==> src/rtl/wb_queue.sv <==
// -----------------------------------------------------------------------------
// wb_queue -- write-back queue in front of the register file's single write port
//
// Collects completed results from the ALU (port A) and the load unit (port B),
// keeps them in acceptance order in a small circular FIFO, and drains one entry
// per cycle into the register file. Decode can ask whether a source register
// still has a queued write and can pick up the youngest queued value for it.
//
// Parameters
//   DEPTH  queue entries (power of 2, >= 2)
//   AW     register address width
//   DW     data width
//
// Ports
//   clk, rst            clock; synchronous active-high reset
//   a_valid/a_ready     ALU result handshake, a_addr/a_data payload
//   b_valid/b_ready     load result handshake, b_addr/b_data payload
//   w_enable/w_addr/w_data  register-file write port (always accepted)
//   rs1, rs2            decode source registers
//   pend1, pend2        source register has a queued write
//   fwd1, fwd2          youngest queued data for that register (0 if none)
//   count               occupied entries
// -----------------------------------------------------------------------------
module wb_queue #(
  parameter int DEPTH = 4,
  parameter int AW    = 5,
  parameter int DW    = 32
) (
  input  logic                     clk,
  input  logic                     rst,

  input  logic                     a_valid,
  output logic                     a_ready,
  input  logic [AW-1:0]            a_addr,
  input  logic [DW-1:0]            a_data,

  input  logic                     b_valid,
  output logic                     b_ready,
  input  logic [AW-1:0]            b_addr,
  input  logic [DW-1:0]            b_data,

  output logic                     w_enable,
  output logic [AW-1:0]            w_addr,
  output logic [DW-1:0]            w_data,

  input  logic [AW-1:0]            rs1,
  input  logic [AW-1:0]            rs2,
  output logic                     pend1,
  output logic                     pend2,
  output logic [DW-1:0]            fwd1,
  output logic [DW-1:0]            fwd2,

  output logic [$clog2(DEPTH):0]   count
);

  localparam int PW = $clog2(DEPTH);
  localparam logic [PW:0] FULL_CNT = (PW+1)'(DEPTH);

  // Storage: payload arrays carry no reset; occupancy is tracked by the
  // per-entry valid bits and the counter, which are reset.
  logic [AW-1:0]    mem_addr [DEPTH];
  logic [DW-1:0]    mem_data [DEPTH];
  logic [DEPTH-1:0] ent_vld;

  logic [PW-1:0]    head;
  logic [PW-1:0]    tail;

  logic             not_full;
  logic             acc_a;
  logic             acc_b;
  logic [AW-1:0]    in_addr;
  logic [DW-1:0]    in_data;
  logic             store;
  logic             pop;
  logic [PW-1:0]    slot;

  // Readiness looks only at the registered count, so a same-cycle drain
  // never feeds back into acceptance.
  assign not_full = (count < FULL_CNT);
  assign a_ready  = ~rst & not_full;
  assign b_ready  = ~rst & not_full & ~a_valid;

  assign acc_a    = a_valid & a_ready;
  assign acc_b    = b_valid & b_ready;
  assign in_addr  = acc_a ? a_addr : b_addr;
  assign in_data  = acc_a ? a_data : b_data;

  // Writes to x0 complete their handshake but are dropped here.
  assign store    = (acc_a | acc_b) & (in_addr != '0);

  // The register file never stalls, so the head leaves on every cycle the
  // queue is non-empty. No input-to-output bypass: an entry must be stored
  // before it can appear on the write port.
  assign w_enable = ~rst & (count != '0);
  assign w_addr   = mem_addr[head];
  assign w_data   = mem_data[head];
  assign pop      = w_enable;

  // Control state: pointers, occupancy and entry valids.
  always_ff @(posedge clk) begin
    if (rst) begin
      head    <= '0;
      tail    <= '0;
      count   <= '0;
      ent_vld <= '0;
    end else begin
      if (store) begin
        tail          <= tail + 1'b1;
        ent_vld[tail] <= 1'b1;
      end
      if (pop) begin
        head          <= head + 1'b1;
        ent_vld[head] <= 1'b0;
      end
      case ({store, pop})
        2'b10:   count <= count + 1'b1;
        2'b01:   count <= count - 1'b1;
        default: count <= count;
      endcase
    end
  end

  // Payload write: head==tail with both store and pop cannot occur, since
  // that needs the queue to be simultaneously empty (no pop) and full (no store).
  always_ff @(posedge clk) begin
    if (store) begin
      mem_addr[tail] <= in_addr;
      mem_data[tail] <= in_data;
    end
  end

  // Hazard lookup: walk from oldest (head) to youngest so later matches
  // overwrite earlier ones and the youngest value wins. The head entry is
  // included even though it is being written this cycle.
  always_comb begin
    pend1 = 1'b0;
    pend2 = 1'b0;
    fwd1  = '0;
    fwd2  = '0;
    slot  = head;
    for (int i = 0; i < DEPTH; i++) begin
      slot = head + PW'(i);
      if (ent_vld[slot] && (mem_addr[slot] == rs1) && (rs1 != '0)) begin
        pend1 = 1'b1;
        fwd1  = mem_data[slot];
      end
      if (ent_vld[slot] && (mem_addr[slot] == rs2) && (rs2 != '0)) begin
        pend2 = 1'b1;
        fwd2  = mem_data[slot];
      end
    end
    if (rst) begin
      pend1 = 1'b0;
      pend2 = 1'b0;
      fwd1  = '0;
      fwd2  = '0;
    end
  end

endmodule

==> config.mk <==
export PLATFORM = sky130hd
export DESIGN_NAME = wb_queue
export DESIGN_NICKNAME = d
export VERILOG_FILES = /design/src/rtl/wb_queue.sv
export SDC_FILE = /design/constraint.sdc
export NUM_CORES = 1
export LEC_CHECK = 0
export BUFFER_PORTS_ARGS = -buffer_cell sky130_fd_sc_hd__clkbuf_2
export CAP_MARGIN = 25
export CELL_PAD_IN_SITES_DETAIL_PLACEMENT = 1
export CELL_PAD_IN_SITES_GLOBAL_PLACEMENT = 1
export CORE_AREA = 2 2 176 178
export DETAILED_ROUTE_END_ITERATION = 10
export DIE_AREA = 0 0 178 180
export HOLD_SLACK_MARGIN = 0.02
export PLACE_DENSITY_LB_ADDON = 0.08
export SYNTH_ARGS = -nofsm -noshare
export SYNTH_HDL_FRONTEND = slang
export SYNTH_SLANG_ARGS = --single-unit
==> constraint.sdc <==
create_clock -name clk -period 4.45 [get_ports clk]
set_input_delay 0.6675 -clock clk [delete_from_list [all_inputs] [get_ports clk]]
set_output_delay 0.6675 -clock clk [all_outputs]
set_load 0.1 [all_outputs]
==> impl_metrics.json <==
{
  "outcome": "finished with violations",
  "violations": "setup timing",
  "fin_area_sq_um": 17300,
  "numPortBuffers": 196,
  "p_per_area_nw_per_um2": 523,
  "final_common_cell": "edfxtp_1",
  "cts-root-buf": "clkbuf_16",
  "max-slew-margin-rel_pct": 42.6,
  "chipHeight_um": 180,
  "clk_pin_slew_worst_paths_ns": 0.07,
  "layout_min_cycle_time_ns": 4.55,
  "io_pins": 197,
  "synth_edf_count": 148,
  "hold_violations": 0,
  "first_pass_iters": 5,
  "worstPathArrival_ns": 3.89,
  "grt_pass1_vias": 10000,
  "synthArstFlopShare_pct": 0,
  "clock.fmax_mhz": 220,
  "critPathRequiredTime_ns": 3.78,
  "preCtsSetupSlack_ns": 0.168,
  "crit_type": "flip-flop to primary output",
  "start_kind": "flip-flop",
  "most-common-layout-cells": "edfxtp_1, clkbuf_2, mux2_2, buf_12, mux4_2",
  "grt_use_met1_pct": 32.9,
  "fin_cells": 1522,
  "use_met2_pct": 44.0,
  "wl_per_cell_um": 27.8,
  "fillers": 2877,
  "yosysUniqueCellTypes": 46,
  "core_sq_um": 30200,
  "synth_xor_area_share_pct": 3.15,
  "synth_warnings": 0,
  "fin_hold_ws_ns": 0.550,
  "worst_slew_pin_slew_ns": 0.861,
  "clockBufferDepth": 2,
  "drt_drc_violations_left": 0,
  "fp.dieW_um": 178,
  "muxShareOfSynthArea_pct": 32.6,
  "syn_to_final_growth_pct": 44.6,
  "end_kind": "primary output",
  "start_util_pct": 39.6,
  "synth-adder-area-share_pct": 1.11,
  "fin_ws_ns": -0.103,
  "placed_cells": 1460,
  "antenna_found_initial": 0,
  "dieArea_sq_um": 32000,
  "row_count": 64,
  "track_usage_pct": 25.3,
  "synth_compound_area_share_pct": 14.7,
  "rsz0062_at_grt": "true",
  "worstPathMaxFanout": 9,
  "synthSimpleGateAreaFrac_pct": 4.80,
  "grt_max_degree": 77,
  "clock_latency_ns": 0.44,
  "final_max_slew_viol_count": 0,
  "finalCritPeriodShare_pct": 102,
  "cts.sinks": 161,
  "num_vias": 9416,
  "diodes": 0,
  "dp_hpwl_um": 26200,
  "ys_ff_latch": 161,
  "setup_tns_ns": -2.55,
  "synth_top_family_by_area": "multiplexers",
  "layout-drive-gt1-share_pct": 59.1,
  "ir_worst_vdd_v": 0.000277,
  "fin_nets": 1211,
  "syn_inst": 924,
  "routed_wl_um": 42300,
  "grt_overflow": 0,
  "grt.busiest_layer": "met2",
  "gp_congestion": 0.820,
  "setup_viol": 45,
  "cts_tree": "done",
  "synth.avg_cell_area_sq_um": 12.9,
  "grt_pass1_wl_um": 61200,
  "hp-class": "flip-flop to flip-flop",
  "ant_nets": 0,
  "h-tree-depth": 4,
  "placed_cell_area_sq_um": 15500,
  "synthesis.nets": 1022,
  "cts_buffers": 17,
  "leakagePower_nw": 5.56,
  "gr-usage-met3_pct": 3.68,
  "initialDrtViolationCount": 701,
  "synth_ff_type": "edfxtp_1",
  "drv_cap": 0,
  "fin_skew_ns": 0.0142,
  "netlist_area_sq_um": 12000,
  "ys_seq_area_share_pct": 39.4,
  "avgViaCountPerCell": 6.19
}
kinds of logic (layout without fill, tap and decap cells):
group	after synthesis	in the layout
XOR/XNOR	43	43
AO/OA/AOI/OAI	216	216
buffers and inverters	109	311
flip-flops	161	161
adder cells (fa/ha/maj)	10	10
AND/OR/NAND/NOR	131	131
multiplexers	254	254
Yosys cell counts, types with 2 or more instances:
| cell type | number | area share, % |
|---|---|---|
| mux2_4 | 29 | 3.6 |
| buf_4 | 6 | 0.38 |
| ha_1 | 9 | 0.94 |
| a211oi_2 | 10 | 1.0 |
| o41ai_1 | 3 | 0.22 |
| or4_1 | 2 | 0.13 |
| nand2_1 | 41 | 1.3 |
| buf_2 | 15 | 0.63 |
| a221oi_2 | 29 | 3.6 |
| nand4_1 | 5 | 0.26 |
| o2111ai_1 | 2 | 0.15 |
| and2_1 | 6 | 0.31 |
| nor4_1 | 4 | 0.21 |
| xnor2_1 | 35 | 2.6 |
| nand3_1 | 10 | 0.42 |
| nor2_1 | 53 | 1.7 |
| nand2b_1 | 2 | 0.10 |
| mux2i_1 | 39 | 3.3 |
| mux4_2 | 85 | 16 |
| mux2_2 | 100 | 9.4 |
| o21ai_0 | 35 | 1.5 |
| a221oi_1 | 34 | 2.5 |
| buf_6 | 5 | 0.47 |
| clkbuf_1 | 59 | 1.9 |
| dfxtp_1 | 13 | 2.2 |
| buf_12 | 2 | 0.33 |
| edfxtp_1 | 148 | 37 |
| a211oi_1 | 50 | 3.1 |
| o21a_1 | 4 | 0.25 |
| nor3_1 | 4 | 0.17 |
| or3_1 | 2 | 0.10 |
| inv_1 | 11 | 0.35 |
| buf_1 | 11 | 0.35 |
| xor2_1 | 8 | 0.59 |
| a21oi_1 | 42 | 1.8 |
per-layer routing:
layer / part of all wire [%] / routed length [um]
met2: 51 / 21600
met1: 42 / 17900
met4: 2.0 / 864
met5: 0 / 0
met3: 4.8 / 2020
through the flow:
| step | utilization, % | power [mW] |
|---|---|---|
| final | 57.3 | 9.03 |
| after global routing | 57.3 | 9.44 |
| after CTS | 54.9 | 8.80 |
| after detailed placement | 51.3 | 7.21 |
| after global placement | 51.3 | 7.15 |
| after floorplan | - | 6.22 |
registers in the layout (all words and copies together), names as in the netlist, named ones only:
signal    cells
head          2
tail          2
mem_addr     20
ent_vld       4
mem_data    128
count         3
critical path, cell delays in order (launching register included):
cell and delay [ns]:
dfxtp_4 0.38, inv_6 0.04, ha_4 0.33, mux4_2 0.57
xnor2_2 0.16, nand3_1 0.13, or4_4 0.64, buf_12 0.22
mux2_4 0.33, a221oi_4 0.34, a211oi_4 0.08, buf_12 0.21
report_power, final:
group / total (mW) / leakage (nW) / internal (mW) / switching, mW
registers: 1.96 / 1.46 / 1.84 / 0.114
clock network: 1.43 / 0.265 / 0.777 / 0.653
logic: 5.65 / 3.84 / 1.83 / 3.82
total: 9.03 / 5.56 / 4.45 / 4.59
cell type report:
type	count	area, sq um	area share (%)
clock inverters	14	131	0.760
multi-input cells	654	8390	48.5
inverters	11	46.3	0.268
repair buffers	268	3080	17.8
clock buffers	18	429	2.48
flip-flops and latches	161	4710	27.3
well taps	396	495	2.87
timing repair:
item	in CTS	in global routing
endpoints found under the hold margin	0	0
cloned	3	10
endpoints found under the setup margin	65	65
gates resized for setup	49	43
hold buffers	0	0
setup buffers	4	13
pin swaps	6	29
path summary, 6_finish.rpt:
path / endpoint / startpoint / slack, ns / cells past startpoint
setup / recovery: fwd1[4] / head[0] / -0.10 / 11
hold / removal: count[2] / count[2] / 0.55 / 2
setup reg to reg: count[2] / count[2] / 1.53 / 13
hold reg to reg: count[2] / count[2] / 0.55 / 2
(Power assumes the default switching activity.)
